`src/rtl/neuron_mac_if.sv`:
```
// Stream and status bundle between the neuron MAC and its driver/consumer.
interface neuron_mac_if;
   logic        start;
   logic [31:0] bias;
   logic [31:0] x;
   logic [31:0] w;
   logic        in_valid;
   logic        in_ready;
   logic [31:0] result;
   logic        out_valid;
   logic        out_ready;
   logic        overflow;
   logic        busy;

   modport master (
      output start, bias, x, w, in_valid, out_ready,
      input  in_ready, result, out_valid, overflow, busy
   );

   modport slave (
      input  start, bias, x, w, in_valid, out_ready,
      output in_ready, result, out_valid, overflow, busy
   );
endinterface

```
`src/rtl/neuron_mac.sv`:
```
// Sequential Q16.16 neuron: result = act(bias + sum x[i]*w[i]) with a registered
// multiplier stage, a saturating accumulator and a sticky overflow flag.
module neuron_mac #(
   parameter int unsigned N_INPUTS = 8,
   parameter bit          RELU     = 1'b1
) (
   input  logic        clk,
   input  logic        rst,
   neuron_mac_if.slave bus
);
   localparam int unsigned DW = 32;
   localparam int unsigned PW = 64;
   localparam int unsigned CW = $clog2(N_INPUTS + 1);
   localparam logic [DW-1:0] SAT_MAX = 32'h7FFF_FFFF;
   localparam logic [DW-1:0] SAT_MIN = 32'h8000_0000;
   localparam logic [CW-1:0] LAST_COUNT = CW'(N_INPUTS - 1);

   typedef enum logic [2:0] {IDLE, ACCUM, DRAIN, BIAS, DONE} state_t;

   state_t            state;
   logic [DW-1:0]     acc;
   logic [DW-1:0]     bias_q;
   logic [DW-1:0]     prod_q;
   logic              prod_v;
   logic [CW-1:0]     count;

   logic signed [PW-1:0] x_ext;
   logic signed [PW-1:0] w_ext;
   logic signed [PW-1:0] prod_full;
   logic                 mul_sat;
   logic [DW-1:0]        mul_q;
   logic [DW:0]          acc_add;
   logic [DW:0]          bias_add;
   logic [DW-1:0]        act_out;
   logic                 unused_lsb;

   // Signed add clamped to the 32-bit range; MSB of the return is the saturation flag.
   function automatic logic [DW:0] sat_add(input logic [DW-1:0] a, input logic [DW-1:0] b);
      logic [DW-1:0] s;
      s = a + b;
      if ((a[DW-1] == b[DW-1]) && (s[DW-1] != a[DW-1]))
         sat_add = {1'b1, a[DW-1] ? SAT_MIN : SAT_MAX};
      else
         sat_add = {1'b0, s};
   endfunction

   // Full-width product, Q16.16 extraction with clamping, and the two saturating adders.
   always_comb begin
      x_ext      = {{DW{bus.x[DW-1]}}, bus.x};
      w_ext      = {{DW{bus.w[DW-1]}}, bus.w};
      prod_full  = x_ext * w_ext;
      unused_lsb = ^prod_full[15:0];
      // Bits 63..47 must all agree for the shifted product to fit in 32 bits.
      mul_sat    = !((&prod_full[63:47]) || !(|prod_full[63:47]));
      mul_q      = prod_full[47:16];
      if (mul_sat)
         mul_q = prod_full[PW-1] ? SAT_MIN : SAT_MAX;
      acc_add    = sat_add(acc, prod_q);
      bias_add   = sat_add(acc, bias_q);
      act_out    = (RELU && bias_add[DW-1]) ? '0 : bias_add[DW-1:0];
   end

   // Control FSM, product pipeline register, accumulator and registered outputs.
   always_ff @(posedge clk) begin
      if (rst) begin
         state         <= IDLE;
         acc           <= '0;
         bias_q        <= '0;
         prod_q        <= '0;
         prod_v        <= 1'b0;
         count         <= '0;
         bus.in_ready  <= 1'b0;
         bus.result    <= '0;
         bus.out_valid <= 1'b0;
         bus.overflow  <= 1'b0;
         bus.busy      <= 1'b0;
      end else begin
         prod_v <= 1'b0;
         // A pending product folds into the accumulator regardless of state.
         if (prod_v) begin
            acc <= acc_add[DW-1:0];
            if (acc_add[DW])
               bus.overflow <= 1'b1;
         end
         case (state)
            IDLE: begin
               if (bus.start) begin
                  acc          <= '0;
                  count        <= '0;
                  bus.overflow <= 1'b0;
                  bias_q       <= bus.bias;
                  bus.in_ready <= 1'b1;
                  bus.busy     <= 1'b1;
                  state        <= ACCUM;
               end
            end
            ACCUM: begin
               if (bus.in_valid && bus.in_ready) begin
                  prod_q <= mul_q;
                  prod_v <= 1'b1;
                  count  <= count + CW'(1);
                  if (mul_sat)
                     bus.overflow <= 1'b1;
                  if (count == LAST_COUNT) begin
                     bus.in_ready <= 1'b0;
                     state        <= DRAIN;
                  end
               end
            end
            DRAIN: begin
               state <= BIAS;
            end
            BIAS: begin
               bus.result    <= act_out;
               bus.out_valid <= 1'b1;
               if (bias_add[DW])
                  bus.overflow <= 1'b1;
               state <= DONE;
            end
            DONE: begin
               if (bus.out_ready) begin
                  bus.out_valid <= 1'b0;
                  bus.busy      <= 1'b0;
                  state         <= IDLE;
               end
            end
            default: begin
               state <= IDLE;
            end
         endcase
      end
   end
endmodule

```
`src/flat_wrapper.sv`:
```
// flat-port wrapper written by rule: the top's interface ports become plain ports
module neuron_mac_flat 
#(
   parameter int unsigned N_INPUTS = 8,
   parameter bit          RELU     = 1'b1
)
  (clk, rst, bus_start, bus_bias, bus_x, bus_w, bus_in_valid, bus_out_ready, bus_in_ready, bus_result, bus_out_valid, bus_overflow, bus_busy);
  neuron_mac_if bus_i ();
  input  logic clk;
  input  logic rst;
  input wire logic [$bits(bus_i.start)-1:0] bus_start;
  input wire logic [$bits(bus_i.bias)-1:0] bus_bias;
  input wire logic [$bits(bus_i.x)-1:0] bus_x;
  input wire logic [$bits(bus_i.w)-1:0] bus_w;
  input wire logic [$bits(bus_i.in_valid)-1:0] bus_in_valid;
  input wire logic [$bits(bus_i.out_ready)-1:0] bus_out_ready;
  output wire logic [$bits(bus_i.in_ready)-1:0] bus_in_ready;
  output wire logic [$bits(bus_i.result)-1:0] bus_result;
  output wire logic [$bits(bus_i.out_valid)-1:0] bus_out_valid;
  output wire logic [$bits(bus_i.overflow)-1:0] bus_overflow;
  output wire logic [$bits(bus_i.busy)-1:0] bus_busy;
  assign bus_i.start = bus_start;
  assign bus_i.bias = bus_bias;
  assign bus_i.x = bus_x;
  assign bus_i.w = bus_w;
  assign bus_i.in_valid = bus_in_valid;
  assign bus_i.out_ready = bus_out_ready;
  assign bus_in_ready = bus_i.in_ready;
  assign bus_result = bus_i.result;
  assign bus_out_valid = bus_i.out_valid;
  assign bus_overflow = bus_i.overflow;
  assign bus_busy = bus_i.busy;
  neuron_mac #(.N_INPUTS(N_INPUTS), .RELU(RELU)) u_core (.clk(clk), .rst(rst), .bus(bus_i));
endmodule
```
`config.mk`:
```
export PLATFORM = sky130hd
export DESIGN_NAME = neuron_mac_flat
export DESIGN_NICKNAME = d
export VERILOG_FILES = /design/src/rtl/neuron_mac_if.sv /design/src/rtl/neuron_mac.sv /design/src/flat_wrapper.sv
export SDC_FILE = /design/constraint.sdc
export NUM_CORES = 2
export LEC_CHECK = 0
export CORE_MARGIN = 5
export CORE_UTILIZATION = 45
export CTS_CLUSTER_SIZE = 40
export DETAILED_ROUTE_END_ITERATION = 12
export HOLD_SLACK_MARGIN = 0.08
export PLACE_DENSITY = 0.65
export RECOVER_POWER = 25
export SETUP_SLACK_MARGIN = 0.4
export SYNTH_ARGS = -nofsm -noshare
export SYNTH_HDL_FRONTEND = slang
export SYNTH_SLANG_ARGS = --single-unit
```
`constraint.sdc`:
```
create_clock -name clk -period 11.66 [get_ports clk]
set_input_delay 1.166 -clock clk [delete_from_list [all_inputs] [get_ports clk]]
set_output_delay 1.166 -clock clk [all_outputs]
set_load 0.02 [all_outputs]
```
After elaboration in Yosys (flattened, before gate mapping)
Cells that the tools add are included.
- flip-flop bits (word level): 140
- bits of input ports: 101
- output and inout bits: 36
- logic and storage cells: 80
- add/sub/neg operators: 3
- $mul: 1
- equality and inequality tests: 13
- multiplexer cells: 32
- bitwise operators: 1
- reduce and logical (&&, ||, !) cells: 19
- operator list (cell ; number):
    2-to-1 mux 32 bit ; 6
    2-to-1 mux 33 bit ; 2
    adder 32 bit ; 2
    multiplier 32 x 32 -> 64 bit ; 1
    2-to-1 mux 31 bit ; 1
    AND reduction 17 bit ; 1
    OR reduction 17 bit ; 1
    case mux 3 bit (5 select lines) ; 1
    2-to-1 mux 3 bit ; 4
    2-to-1 mux 1 bit ; 11
    2-to-1 mux 4 bit ; 2
    case mux 4 bit (2 select lines) ; 1
    AND reduction 4 bit ; 2
    == test 3 x 2 -> 1 bit (second input constant) ; 2
    case mux 1 bit (2 select lines) ; 3
    AND reduction 2 bit ; 3
    AND reduction 3 bit ; 2
    nonzero test 2 bit ; 3
    adder 4 x 1 -> 4 bit (second input constant) ; 1
    == test 4 x 3 -> 1 bit (second input constant) ; 1
    != test 2 x 1 -> 1 bit (second input constant) ; 2
    != test 2 bit (second input constant) ; 2
    == test 3 x 1 -> 1 bit (second input constant) ; 1
    == test 3 bit (second input constant) ; 1
    other kinds (9) ; 13

Longest topological paths before layout
- word-level depth: 9
- depth in mapped cells: 33
- mapped depth without buffers: 30

Least setup slack after synthesis
OpenSTA, ideal clock, no wires.
- path type: in2reg
- from: input port bus_w[2]
- to: register u_core.prod_q[10]
- setup time: 0.122 ns
- data arrival time: 9.192 ns
- path slack: 2.345 ns
- stages on the path: 28
- buffers on the path: 3
- cells stage by stage: clkbuf_1 nand2_1 inv_1 fa_1 fa_1 fa_1 inv_1 fa_1 inv_1 fa_1 fa_1 fa_1 fa_1 ha_1 a21o_1 a21o_1 a21oi_1 o21ai_0 a21oi_1 o21ai_0 o31ai_1 nor3b_1 nor4_1 and4_1 buf_2 buf_4 a32oi_1 nand3_1
- word-level cells in the longest chain between the ends: 5
- elaborated cells on any way between the ends: 7
- ends and longest elaborated chain (what ; line ; RTL):
    start: declaration ; flat_wrapper.sv:14 ; input wire logic [$bits(bus_i.w)-1:0] bus_w;
    multiplier 32 x 32 -> 64 bit * ; neuron_mac.sv:51 ; prod_full = x_ext * w_ext;
    OR reduction 17 bit ; neuron_mac.sv:54 ; mul_sat = !((&prod_full[63:47]) || !(|prod_full[63:47]));
    logical NOT 1 bit ; neuron_mac.sv:54 ;
    logical OR 1 bit ; neuron_mac.sv:54 ;
    2-to-1 mux 32 bit * ; neuron_mac.sv:56 ; if (mul_sat)
    end signal: assignment ; neuron_mac.sv:99 ; prod_q <= mul_q;
    end: declaration ; neuron_mac.sv:23 ; logic [DW-1:0] prod_q;
Mark *: on every way between the ends. The rest lies on a longest branch, timed or not.
A chain may end at the register's enable or synchronous reset.

Final worst setup path
- from: input port bus_w[13]
- to: register u_core.prod_q[4]
Same word-level chain as after synthesis.

==> results.sh <==
export IMPL_finalCritPeriodShare_pct=91.2
export IMPL_fin_nets=6305
export IMPL_cts_buffers=17
export IMPL_core_area_um2=97000
export IMPL_die_h_um=323
export IMPL_maxCapViolCount=1
export IMPL_seq_area_frac_synth_pct=6.31
export IMPL_setup_tns_ns=0
export IMPL_drtAntennaViolNets=0
export IMPL_synth_top_cell_area_share_pct=49.3
export IMPL_violations="capacitance limit, slew limit"
export IMPL_worst_pin_slew_ns=3.48
export IMPL_async_flop_share_pct=0
export IMPL_globalplace_congestion=0.887
export IMPL_end_kind="flop"
export IMPL_finalSetupViolations=0
export IMPL_die_area_um2=104000
export IMPL_clk_pin_slew_ns=0.06
export IMPL_synth_edf_count=0
export IMPL_drt_pass1_iter_count=5
export IMPL_die_w_um=323
export IMPL_critPathArrivalTime_ns=11.00
export IMPL_finalCriticalPeriod_ns=10.63
export IMPL_rows=114
export IMPL_syn_nets=6316
export IMPL_rsz0062_at_grt="false"
export IMPL_antenna_found_initial=9
export IMPL_initial_core_util_pct=45.5
export IMPL_hpwlAfterDp_um=96800
export IMPL_cts_tree="yes"
export IMPL_synth_cell_types=73
export IMPL_hold_violations=0
export IMPL_clock_latency_ns=0.43
export IMPL_worstSetupPathType="in2reg"
export IMPL_grt_pass1_wl_um=191000
export IMPL_drt_iter0_markers=1899
export IMPL_netlist_instances=4887
export IMPL_ios=137
export IMPL_grt_max_degree=76
export IMPL_area_growth_syn_to_layout_pct=7.57
export IMPL_drc=0
export IMPL_crit_fanout=32
export IMPL_ys_warn_count=0
export IMPL_yosys_top_cells_area="fa_1 49%, inv_1 8.0%, and2_1 7.3%"
export IMPL_max_slew_margin_rel_pct=-132
export IMPL_syn_avg_cell_area_um2=9.02
export IMPL_ys_ff_latch=139
export IMPL_finalMaxSlewViolations=76
export IMPL_max_clock_freq_ghz=0.0940
export IMPL_hold_buffers=0
export IMPL_grt_pass1_vias=36209
export IMPL_cts_resized=0
export IMPL_synth_top_cell_by_area="fa_1"
export IMPL_drive_gt1_share_pct=3.05
export IMPL_hold_class="reg2reg"
export IMPL_num_vias=32626
export IMPL_fillers=9228
export IMPL_routed_wl_um=114000
export IMPL_cts_htree_levels=4
export IMPL_syn_area_um2=44100
export IMPL_outcome="complete, but fails checks"
export IMPL_skew_ns=0.0154
export IMPL_global_route_usage_total_pct=22.8
export IMPL_fin_hold_ws_ns=0.442
export IMPL_post_cts_buffers=0
export IMPL_cp_required_ns=12.03
export IMPL_synthFlopType="dfxtp_1"
export IMPL_synth_most_common_cell="fa_1"
export IMPL_clockBufferDepth=2
export IMPL_via_per_inst=5.29
export IMPL_wl_per_cell_um=18.5
export IMPL_cts_sinks=139
export IMPL_port_buffers=135
export IMPL_ys_top_cells_by_count="1085 x fa_1, 943 x inv_1, 712 x nand2_1"
export IMPL_clock_root_buffer="clkbuf_16"
export IMPL_start_kind="input port"
export IMPL_grt_overflow=0
==> cell usage in the layout, fill, tap and decap left out, types with 5 or more instances in the layout <==
master / count
o21ai_0: 86
a211o_1: 6
fa_1: 1085
or3_1: 10
nor4_1: 5
nor2_1: 137
nand3b_1: 7
o31ai_1: 7
a32oi_1: 31
nor2b_1: 24
buf_4: 96
and2_1: 516
nor3_1: 42
dlygate4sd3_1: 20
o211ai_1: 24
or2_2: 6
inv_1: 943
nand2_1: 712
xor2_1: 27
o21bai_1: 15
and3_1: 20
clkdlybuf4s50_1: 114
a21oi_1: 177
a211oi_1: 21
ha_1: 243
nand4_1: 15
nand3_1: 61
diode_2: 5
a31oi_1: 7
dfxtp_1: 139
a21o_1: 58
clkbuf_16: 17
xnor2_1: 72
nand2b_1: 30
o21a_1: 23
==> metal layers <==
metal	wire [µm]	vias up	share of wire, %	GRT usage [%]
met4	4380	4	3.8	7.39
met3	5430	218	4.8	2.99
li1	-	14667	-	-
met2	58100	812	51	40.9
met5	27	-	0.024	0
met1	45900	16925	40	28.7
==> worst paths after layout <==
kind / from / to / slack, ns / cells after the start
worst max register to register: u_core.acc[1] / u_core.bus.overflow / 5.35 / 21
worst max-delay path: bus_w[13] / u_core.prod_q[4] / 1.03 / 26
worst min register to register: u_core.bus.result[25] / u_core.bus.result[25] / 0.44 / 2
worst min-delay path: u_core.bus.result[25] / u_core.bus.result[25] / 0.44 / 2
==> cells by family after synthesis <==
group / share of synthesized area (%)
DFF: 6.31
xor gates and xnor gates: 2.02
muxes: 0.122
adders and majority gates: 56.2
buffers and inverters: 10.3
other: 0.00850
and+or+nand+nor: 17.7
AOI/OAI and AO/OA: 7.30
==> stage by stage <==
step / instance area [µm²] / cells / setup slack [ns] / utilization (%)
global route: 47400 / 6167 / 0.528 / 48.9
finish: 47400 / 6169 / 1.03 / 48.9
floorplan: 44100 / 4887 / 2.35 / -
global placement: 46800 / 6133 / 0.733 / 48.3
detailed placement: 46800 / 6133 / 0.648 / 48.3
CTS: 47400 / 6164 / 1.08 / 48.9
==> critical path: stages <==
cell             delay (ns)
clkdlybuf4s50_1        1.08
and2_1                 0.50
fa_1                   0.46
fa_1                   0.50
inv_1                  0.06
fa_1                   0.49
fa_1                   0.52
inv_1                  0.06
fa_1                   0.64
fa_1                   0.47
fa_1                   0.51
fa_1                   0.41
ha_1                   0.36
o21a_1                 0.12
nor2_1                 0.06
or4_1                  0.61
a2111o_1               0.58
a21oi_2                0.26
o211ai_1               0.19
a21boi_0               0.22
o31ai_1                0.09
a2111oi_0              0.36
and4_1                 0.61
buf_4                  0.34
a32oi_1                0.14
nand3_1                0.12
==> area by class of cell <==
cell class                      instances  area [µm²]  share of cell area [%]
Multi-Input combinational cell       3541       36800                    77.5
Inverter                              944        3540                    7.47
Antenna cell                            5        12.5                  0.0264
Clock inverter                         13         190                   0.401
Clock buffer                           18         439                   0.926
Sequential cell                       139        2780                    5.87
Timing Repair Buffer                  233        2090                    4.40
Tap cell                             1276        1600                    3.37
==> sequential cells by signal (all words and copies together), names as in the netlist <==
name and flops:
u_core.state 3, u_core.bias_q 32, u_core.prod_v 1, u_core.bus.out_valid 1, u_core.count 4, u_core.prod_q 32, u_core.acc 32, u_core.bus.busy 1
u_core.bus.result 31, u_core.bus.in_ready 1, u_core.bus.overflow 1
Power is left out: the tool's default activity adds up to more than one toggle a clock period on the data nets, which glitch-free logic cannot reach.
